**src/rtl/csr_trap_ctrl.sv**
```systemverilog
// Machine-mode trap sequencer: on ECALL/EBREAK/timer interrupt it writes mepc, mcause and
// mstatus one per cycle and then redirects fetch; on MRET it restores mstatus and returns to mepc.
module csr_trap_ctrl #(
  parameter logic [31:0] MCAUSE_ECALL  = 32'd11,
  parameter logic [31:0] MCAUSE_EBREAK = 32'd3,
  parameter logic [31:0] MCAUSE_MTIMER = 32'h8000_0007
) (
  input  logic        clk,
  input  logic        rst_n,
  input  logic        inst_ecall_i,
  input  logic        inst_ebreak_i,
  input  logic        inst_mret_i,
  input  logic [31:0] inst_addr_i,
  input  logic        ex_busy_i,
  input  logic        timer_irq_i,
  input  logic [31:0] mstatus_i,
  input  logic [31:0] mie_i,
  input  logic [31:0] mtvec_i,
  input  logic [31:0] mepc_i,
  output logic        csr_we_o,
  output logic [11:0] csr_waddr_o,
  output logic [31:0] csr_wdata_o,
  output logic        hold_o,
  output logic        jump_flag_o,
  output logic [31:0] jump_addr_o
);

  localparam logic [2:0] IDLE      = 3'd0;
  localparam logic [2:0] W_MEPC    = 3'd1;
  localparam logic [2:0] W_MCAUSE  = 3'd2;
  localparam logic [2:0] W_MSTATUS = 3'd3;
  localparam logic [2:0] T_JUMP    = 3'd4;
  localparam logic [2:0] R_MSTATUS = 3'd5;
  localparam logic [2:0] R_JUMP    = 3'd6;

  localparam logic [11:0] ADDR_MSTATUS = 12'h300;
  localparam logic [11:0] ADDR_MEPC    = 12'h341;
  localparam logic [11:0] ADDR_MCAUSE  = 12'h342;

  logic [2:0]  state_q, state_d;
  logic [31:0] epc_q, epc_d;
  logic [31:0] cause_q, cause_d;
  logic        csr_we_d;
  logic [11:0] csr_waddr_d;
  logic [31:0] csr_wdata_d;
  logic        jump_flag_d;
  logic [31:0] jump_addr_d;
  logic        accept;
  logic        irq_ok;
  logic [31:0] trap_mstatus;
  logic [31:0] mret_mstatus;
  logic [31:0] mtvec_base;
  logic [31:0] trap_target;
  logic        unused_bits;

  assign irq_ok = timer_irq_i & mstatus_i[3] & mie_i[7] & ~ex_busy_i;

  always_comb begin
    trap_mstatus         = mstatus_i;
    trap_mstatus[7]      = mstatus_i[3];
    trap_mstatus[3]      = 1'b0;
    trap_mstatus[12:11]  = 2'b11;
    mret_mstatus         = mstatus_i;
    mret_mstatus[3]      = mstatus_i[7];
    mret_mstatus[7]      = 1'b1;
    mret_mstatus[12:11]  = 2'b11;
  end

  // Vectored mode only for interrupts; 2'b10/2'b11 fall back to direct.
  assign mtvec_base  = {mtvec_i[31:2], 2'b00};
  assign trap_target = (mtvec_i[1:0] == 2'b01 && cause_q[31]) ?
                       mtvec_base + {cause_q[29:0], 2'b00} : mtvec_base;

  assign unused_bits = ^{mie_i[31:8], mie_i[6:0], cause_q[30]};

  always_comb begin
    state_d     = state_q;
    epc_d       = epc_q;
    cause_d     = cause_q;
    csr_we_d    = 1'b0;
    csr_waddr_d = 12'h000;
    csr_wdata_d = 32'h0;
    jump_flag_d = 1'b0;
    jump_addr_d = 32'h0;
    accept      = 1'b0;
    unique case (state_q)
      IDLE: begin
        if (inst_ecall_i || inst_ebreak_i || (!inst_mret_i && irq_ok)) begin
          accept  = 1'b1;
          epc_d   = inst_addr_i;
          cause_d = inst_ecall_i  ? MCAUSE_ECALL  :
                    inst_ebreak_i ? MCAUSE_EBREAK : MCAUSE_MTIMER;
          state_d     = W_MEPC;
          csr_we_d    = 1'b1;
          csr_waddr_d = ADDR_MEPC;
          csr_wdata_d = epc_d;
        end else if (inst_mret_i) begin
          accept      = 1'b1;
          state_d     = R_MSTATUS;
          csr_we_d    = 1'b1;
          csr_waddr_d = ADDR_MSTATUS;
          csr_wdata_d = mret_mstatus;
        end
      end
      W_MEPC: begin
        state_d     = W_MCAUSE;
        csr_we_d    = 1'b1;
        csr_waddr_d = ADDR_MCAUSE;
        csr_wdata_d = cause_q;
      end
      W_MCAUSE: begin
        state_d     = W_MSTATUS;
        csr_we_d    = 1'b1;
        csr_waddr_d = ADDR_MSTATUS;
        csr_wdata_d = trap_mstatus;
      end
      W_MSTATUS: begin
        state_d     = T_JUMP;
        jump_flag_d = 1'b1;
        jump_addr_d = trap_target;
      end
      R_MSTATUS: begin
        state_d     = R_JUMP;
        jump_flag_d = 1'b1;
        jump_addr_d = mepc_i;
      end
      T_JUMP, R_JUMP: state_d = IDLE;
      default:        state_d = IDLE;
    endcase
  end

  // Acceptance is masked during reset so hold never rises while rst_n is low in IDLE.
  assign hold_o = (state_q != IDLE) | (accept & rst_n);

  always_ff @(posedge clk) begin
    if (!rst_n) begin
      state_q     <= IDLE;
      epc_q       <= 32'h0;
      cause_q     <= 32'h0;
      csr_we_o    <= 1'b0;
      csr_waddr_o <= 12'h000;
      csr_wdata_o <= 32'h0;
      jump_flag_o <= 1'b0;
      jump_addr_o <= 32'h0;
    end else begin
      state_q     <= state_d;
      epc_q       <= epc_d;
      cause_q     <= cause_d;
      csr_we_o    <= csr_we_d;
      csr_waddr_o <= csr_waddr_d;
      csr_wdata_o <= csr_wdata_d;
      jump_flag_o <= jump_flag_d;
      jump_addr_o <= jump_addr_d;
    end
  end

endmodule

```
**config.mk**
```make
export PLATFORM = sky130hd
export DESIGN_NAME = csr_trap_ctrl
export DESIGN_NICKNAME = d
export VERILOG_FILES = /design/src/rtl/csr_trap_ctrl.sv
export SDC_FILE = /design/constraint.sdc
export NUM_CORES = 1
export LEC_CHECK = 0
export CAP_MARGIN = 25
export CORE_MARGIN = 3
export CORE_UTILIZATION = 34
export CTS_CLUSTER_SIZE = 16
export DETAILED_ROUTE_END_ITERATION = 10
export PLACE_DENSITY = 0.8
export SLEW_MARGIN = 5
export SYNTH_ARGS = -nofsm -noshare
export SYNTH_HDL_FRONTEND = slang
export SYNTH_SLANG_ARGS = --single-unit
```
**constraint.sdc**
```tcl
create_clock -name clk -period 2.05 [get_ports clk]
set_input_delay 0.41 -clock clk [delete_from_list [all_inputs] [get_ports clk]]
set_output_delay 0.41 -clock clk [all_outputs]
set_load 0.01 [all_outputs]
```
---- Yosys cells after proc, flatten, opt, wreduce, memory -nomap -nowiden ----
Index checks and enable logic that the tools add are counted.
word-level totals
  register bits after elaboration ......... 113
  bits in latches ......................... 0
  bits in writable memories ............... 0
  ROM bits ................................ 0
  input bits .............................. 167
  logic and storage cells ................. 48
  memories ................................ 0
operators by class
  add/sub/neg operators ................... 1
  $mul .................................... 0
  divide/modulo/power cells ............... 0
  order comparisons ....................... 0
  eq/ne operators ......................... 6
  shift operators ......................... 0
  muxes and demuxes ....................... 18
  bitwise logic cells ..................... 6
  reduce and logical (&&, ||, !) cells .... 10
operators with widths
  cell                                                                    number
  32-bit two-way mux                                                      5
  32-bit case mux with 3 select lines                                     1
  32-bit case mux with 2 select lines                                     1
  32-bit adder                                                            1
  10-bit case mux with 3 select lines                                     1
  10-bit two-way mux                                                      2
  3-bit case mux with 5 select lines                                      1
  3-bit by 2-bit equality test with 1-bit output (second input constant)  2
  3-bit two-way mux                                                       2
  1-bit bitwise AND                                                       4
  1-bit two-way mux                                                       4
  2-bit OR reduction                                                      2
  3-bit by 1-bit equality test with 1-bit output (second input constant)  1
  3-bit equality test (second input constant)                             1
  3-bit logical NOT                                                       1
  3-bit != test (second input constant)                                   1
  3-bit nonzero test                                                      1
  2-bit by 1-bit equality test with 1-bit output (second input constant)  1
  1-bit logical AND                                                       2
  1-bit logical OR                                                        2
  1-bit case mux with 2 select lines                                      1
  2-bit AND reduction                                                     1
  1-bit logical NOT                                                       1
  1-bit NOT                                                               1
  1-bit bitwise OR                                                        1

---- Logic depth before layout (Yosys ltp) ----
Gate-level depths: netlist of run 1.
  depth after elaboration ................. 9
  mapped depth ............................ 8
  depth with buffers taken out ............ 7

---- Worst setup path before layout of run 1 ----
No wires, ideal clock.
  path type ............................... input to register
  from .................................... input port mtvec_i[2]
  to ...................................... register jump_addr_o[8]
  library setup time ...................... 0.129 ns
  arrival time ............................ 1.773 ns
  data required time ...................... 1.921 ns
  slack ................................... 0.148 ns
  stages on the path ...................... 8
  path buffers ............................ 1
  cell sequence ........................... ha_1 fa_1 a21oi_1 o21ai_0 buf_2 nand3_1 xor2_1 o21ai_0
between the ends
  longest elaborated chain between the ends .. 3
RTL lines
  item                                 line  RTL
  start: declaration                   18    input logic [31:0] mtvec_i,
  32-bit adder                         72    mtvec_base + {cause_q[29:0], 2'b00} : mtvec_base;
  32-bit two-way mux                   71    assign trap_target = (mtvec_i[1:0] == 2'b01 && cause_q[31]) ?
  32-bit case mux with 2 select lines  86    unique case (state_q)
  end signal: assignment               153   jump_addr_o <= jump_addr_d;
  end: declaration                     25    output logic [31:0] jump_addr_o
Every way passes these cells.
A chain may end at the register's enable or synchronous reset.

---- Worst setup path after layout of run 1 ----
  from .................................... input port mie_i[7]
  to ...................................... output port hold_o
between the ends
  longest elaborated chain between the ends .. 8
RTL lines
  item                            line  RTL
  start: declaration              17    input logic [31:0] mie_i,
  1-bit bitwise AND (2 in a row)  56    assign irq_ok = timer_irq_i & mstatus_i[3] & mie_i[7] & ~ex_busy_i;
  1-bit logical AND               88    if (inst_ecall_i || inst_ebreak_i || (!inst_mret_i && irq_ok)) begin
  1-bit logical OR                88
  1-bit two-way mux               88
  1-bit two-way mux               86
  1-bit bitwise AND               133   assign hold_o = (state_q != IDLE) | (accept & rst_n);
  1-bit bitwise OR                133
  end: declaration                23    output logic hold_o,
Every way passes these cells.

==> run summary, run 1 <==
Status: finished clean
CP endpoint kind: output port
Main synth FF type: dfxtp_1
Clk_skew: 0.00675 ns
Final Hold Fails: 0
Worst hold path depth: 2
Max Root-Sink Buffers: 2
Fmax: 0.493 GHz
Crit path required time: 1.64 ns
CTS sink cnt: 76
Area leader, netlist: dfxtp_1
Arrival @ worst endpoint: 1.62 ns
Cells after synthesis: 388
H-tree Lvls: 3
Worst hold path class: reg -> reg
Synth-to-Final Area Change: 80.8%
Tot Pwr: 4.09 mW
Yosys cell types: 41
Commonest cells after routing, fill and taps aside: 204 x clkdlybuf4s50_1, 76 x dfxtp_1, 50 x nand2_1
Core outline area: 9370 um2
First-pass GRT wire length: 18.4 mm
Vias/cell: 4.93
Total number of vias: 3709
Gpl congestion: 0.822
Synth Warn #: 0
Post-synth ARST share: 0
Antenna diode count: 0
Synth top area share: 0.456
R2R depth: 9
Die Span X: 105 um
Leakage: 2.29 nW
WL/cell: 15.7 um
Chip Height: 105 um
Number of I/O pins: 246
Startpoint Class: primary input
Setup violators final: 0
PD cells: 679 nW/um2
Share of layout cells above drive strength 1: 0.114
Root Buffer: clkbuf_8
Hold Slack: 0.550 ns
CTS tree: built
Commonest non-fill, non-tap cell in the layout: clkdlybuf4s50_1
CTS clk-pin slew, worst paths: 0.08 ns
Row Count: 35
RSZ-0062 raised after global routing: true
Slowest library cell on the worst path: clkdlybuf4s50_1
DIE AREA: 11000 um2
Max VDD drop: 0.560 mV
# nets final: 791
Num CTS Buffers: 9
Worst-Skew Late Latency: 0.34 ns
Residual DRC: 0
Crit-path cells: clkdlybuf4s50_1, nand4b_1, o21ai_2, nor2_1, o21ai_0, buf_2
Sequential area share after synthesis: 0.456
Initial antenna violation count: 0
Initial Util: 0.356
Pins Over Slew Limit: 0
IO buf count: 205
Worst-path maximum fanout: 2
Buf/Inv on CP: 2
Vias in the first global route: 3660
Final period utilization: 0.990
Mean Syn Cell Area: 8.59 um2
Maxcap violations: 0
Yosys reg bits: 76
Worst path depth: 6
Pre-Repair DR Iteration Count: 4
Setup CP Type: in -> out
Top post-synthesis cells by area: dfxtp_1 46%, xor2_1 6.6%, a22oi_1 5.6%
Post-synth EDFFs: 0
Post-DRT Antenna Nets: 0
Global route overflow: 0
Area of the mapped netlist: 3330 um2
Drt total wl: 11.8 mm
Largest stage delay on the critical path: 0.47 ns
Global Route Usage Sum: 0.209
Delay-heaviest family, CP: buffers and inverters
Final min period: 2.03 ns
Detailed placer's ending HPWL: 9.05 mm
DRT iter0 DRCs: 196
Largest net degree at the start of global routing: 33
## repair_timing
action | 4_1_cts | 5_1_grt
setup buffers | 0 | 2
pin swaps | 0 | 5
hold buffers | 0 | 0
resized for setup | 7 | 9
endpoints found under the hold margin | 0 | 0
endpoints found under the setup margin | 11 | 16
cloned | 0 | 1
## logic make-up after synthesis
family,count (synthesis),share of synthesized area
AO/OA/AOI/OAI,81,0.149
XOR/XNOR,28,0.0735
adder cells (fa/ha/maj),5,0.0210
buffers and inverters,35,0.0567
flip-flops,76,0.456
other,1,0.00112
AND/OR/NAND/NOR,162,0.242
## metrics by stage
step                      std cells  utilization  TNS, ns  area [um2]  setup slack (ns)
after floorplan                 394            -        0        3360             0.148
after global placement          734        0.613    -6.87        5740            -0.350
after detailed placement        734        0.613    -9.86        5740            -0.410
after CTS                       750        0.639        0        5990           0.00170
after global routing            753        0.643   -0.260        6030           -0.0650
final                           753        0.643        0        6030            0.0208
## report_power, final
part,switching [mW],internal [mW]
sequential,0.0535,1.59
combinational,0.474,0.664
clock,0.554,0.754
total,1.08,3.01
## registers in the layout, summed over array words and instances (netlist names)
register     count
cause_q          3
csr_waddr_o      4
csr_wdata_o     32
csr_we_o         1
jump_addr_o     32
jump_flag_o      1
state_q          3
## layer usage
metal	vias to the layer above	global-route usage	routed length, um
met5	-	0	0
met2	199	0.365	5790
met3	21	0.0877	1350
li1	1804	-	-
met4	0	0.0731	299
met1	1685	0.225	4400
## Yosys cell counts, drive strengths merged (6+ instances only)
cell type	n
dfxtp	76
nand2	50
nor2	44
o21ai	33
a22oi	25
xor2	25
buf	23
nand3	17
nand4	17
a21oi	12
and3	7
nor3	7
clkbuf	6
inv	6
## cell type report
| class | instances | area, um2 |
|---|---|---|
| clock buffer | 11 | 151 |
| multi-input combinational | 283 | 1680 |
| sequential | 76 | 1520 |
| timing repair buffer | 243 | 2400 |
| clock inverter | 5 | 83.8 |
| fill | 803 | 3340 |
| tap | 129 | 161 |
| inverter | 6 | 22.5 |
## worst paths after layout
check             slack [ns]              to       start
setup / recovery        0.02          hold_o    mie_i[7]
hold / removal          0.55      cause_q[3]  cause_q[3]
setup reg to reg        0.24  jump_addr_o[9]  cause_q[1]
hold reg to reg         0.55      cause_q[3]  cause_q[3]
## tightest hold or removal path, stage by stage (launching register included)
cell and delay, ns:
dfxtp_1 0.36, nand2b_1 0.09, a21oi_1 0.06
Note: power is estimated with default switching activity, not from simulation.
==> inputs of run 2 (changes only) <==
CORE_UTILIZATION = 31   (was 34)
PLACE_DENSITY = 0.77   (was 0.8)
clock period = 1.8 ns   (was 2.05 ns; I/O delays follow)
==> run 2 against run 1 <==
Sequential cell count did not move. Sequential share of layout area is 0.64 points lower. Via count rose by 2.2%. Routed wire length grew 4.4%. Combinational power grew 18%. Worst hold slack lost 0.055 ns. Clock-buffer cell count shrank 1. Highest routed layer unchanged.
==> run summary, run 2 (synthesis results as in run 1) <==
Status: finished clean
Area post-placement: 5860 um2 (+2.0%)
Placed insts: 751 (+2.3%)
Num CTS Buffers: 9 (unchanged)
IO buf count: 205 (unchanged)
Maxcap violations: 0 (unchanged)
Drt total wl: 12.4 mm (+4.4%)
Root Buffer: clkbuf_8
Vias/cell: 4.89 (-0.66%)
Share of layout cells above drive strength 1: 0.149 (+0.0349)
Hold Slack: 0.495 ns (-0.0549 ns)
Max Root-Sink Buffers: 2 (unchanged)
Largest net degree at the start of global routing: 35 (+6.1%)
Design area: 6200 um2 (+2.9%)
Initial Util: 0.322 (-0.0343)
Max VDD drop: 0.439 mV (-22%)
Number of I/O pins: 246 (unchanged)
Pre-Repair DR Iteration Count: 4 (unchanged)
Largest regs: csr_wdata_o (32), jump_addr_o (32), csr_waddr_o (4)
Commonest non-fill, non-tap cell in the layout: clkdlybuf4s50_1
RSZ-0062 raised after global routing: true
WL/cell: 15.9 um (+1.4%)
PD cells: 730 nW/um2 (+7.5%)
Fill cells: 880 (+9.6%)
Detailed placer's ending HPWL: 9.60 mm (+6.0%)
Antenna diode count: 0 (unchanged)
CTS sink cnt: 76 (unchanged)
Clk_skew: 0.0139 ns (+0.00711 ns)
# nets final: 806 (+1.9%)
Met1 usage: 0.200 (-0.0248)
Residual DRC: 0 (unchanged)
Grt peak-use layer: met2
First-pass GRT wire length: 17.9 mm (-2.9%)
Setup violators final: 0 (unchanged)
Final Hold Fails: 0 (unchanged)
CTS tree: built
Global Route Usage Sum: 0.192 (-0.0166)
Setup CP Type: reg -> reg
Worst-Skew Late Latency: 0.34 ns (about the same)
Global route overflow: 0 (unchanged)
Chip Height: 110 um (+4.5%)
Vias in the first global route: 3627 (-0.90%)
Fin util: 0.598 (-0.0449)
Final min period: 1.78 ns
Met2 Use GR: 0.346 (-0.0187)
Total number of vias: 3792 (+2.2%)
DRT iter0 DRCs: 160 (-18%)
Arrival @ worst endpoint: 2.01 ns (+0.39 ns)
Startpoint Class: register
H-tree Lvls: 3 (unchanged)
Crit path required time: 2.02 ns (+0.38 ns)
GR Util met3: 0.0857 (-0.00198)
Post-DRT Antenna Nets: 0 (unchanged)
Commonest cells after routing, fill and taps aside: 195 x clkdlybuf4s50_1, 74 x dfxtp_1, 49 x nand2_1
Pins Over Slew Limit: 0 (unchanged)
Final period utilization: 0.992
Die Span X: 110 um (+4.5%)
Row Count: 37 (+5.7%)
Initial antenna violation count: 0 (unchanged)
Gpl congestion: 0.818 (-0.47%)
Worst-path maximum fanout: 12 (+10)
Fmax: 0.560 GHz
Leakage: 2.39 nW (+4.4%)
Synth-to-Final Area Change: 86.0%
CP endpoint kind: register
Finished Layout Cells: 775 (+2.9%)
DIE AREA: 12000 um2 (+9.1%)
CTS clk-pin slew, worst paths: 0.08 ns (about the same)
Core outline area: 10400 um2 (+11%)
Worst hold path class: in -> reg
[run 2: changes by cell type in the layout (fill, tap and decap cells not counted), moves of 3 or more]
cell / delta
buf_4: +11
clkdlybuf4s50_1: -9
dlygate4sd2_1: +7
nand3_1: -3
nand3_2: +3
o21ai_1: +3
[run 2: critical path, stage by stage, from the launching register on]
cell	delay [ns]
dfxtp_2	0.34
ha_2	0.19
fa_2	0.38
a21oi_4	0.18
o21ai_2	0.10
buf_12	0.15
nand3_1	0.09
xor2_1	0.15
o21ai_0	0.09
[run 2: final cells by class]
type	count	area, um2	area share
sequential	76	1530	0.246
timing repair buffer	258	2550	0.410
tap	136	170	0.0274
multi-input combinational	283	1740	0.280
inverter	6	22.5	0.00363
clock inverter	6	63.8	0.0103
clock buffer	10	138	0.0222
[run 2: path summary, 6_finish.rpt]
kind / start / endpoint / slack, ns / depth (start not counted)
setup / recovery: cause_q[1] / jump_addr_o[8] / 0.02 / 8
hold / removal: mstatus_i[3] / csr_wdata_o[7] / 0.49 / 3
setup reg to reg: cause_q[1] / jump_addr_o[8] / 0.02 / 8
hold reg to reg: cause_q[3] / cause_q[3] / 0.53 / 2
[run 2: report_power, final]
part / switching (mW) / total [mW] / internal [mW]
Sequential: 0.0467 / 1.86 / 1.82
Clock: 0.648 / 1.32 / 0.677
Combinational: 0.572 / 1.34 / 0.768
[run 2: per-stage QoR]
step,worst slack [ns],power (mW),TNS [ns]
floorplan,0.0571,2.41,0
global placement,-0.575,3.16,-17.83
detailed placement,-0.633,3.19,-21.66
CTS,0.0000753,4.54,0
global route,-0.0750,4.76,-0.499
finish,0.0152,4.53,0
[run 2: layer usage]
layer / wire [um] / up-vias
li1: - / 1827
met1: 4540 / 1757
met2: 6140 / 190
met3: 1490 / 18
met4: 192 / 0
met5: 0 / -
[run 2: repair_timing]
item                       in CTS  in global routing
setup endpoints to repair      24                 31
hold buffers                    0                  0
cloned                          0                  1
pin swaps                       9                  8
gates resized for setup        19                 17
setup buffers                   5                  2
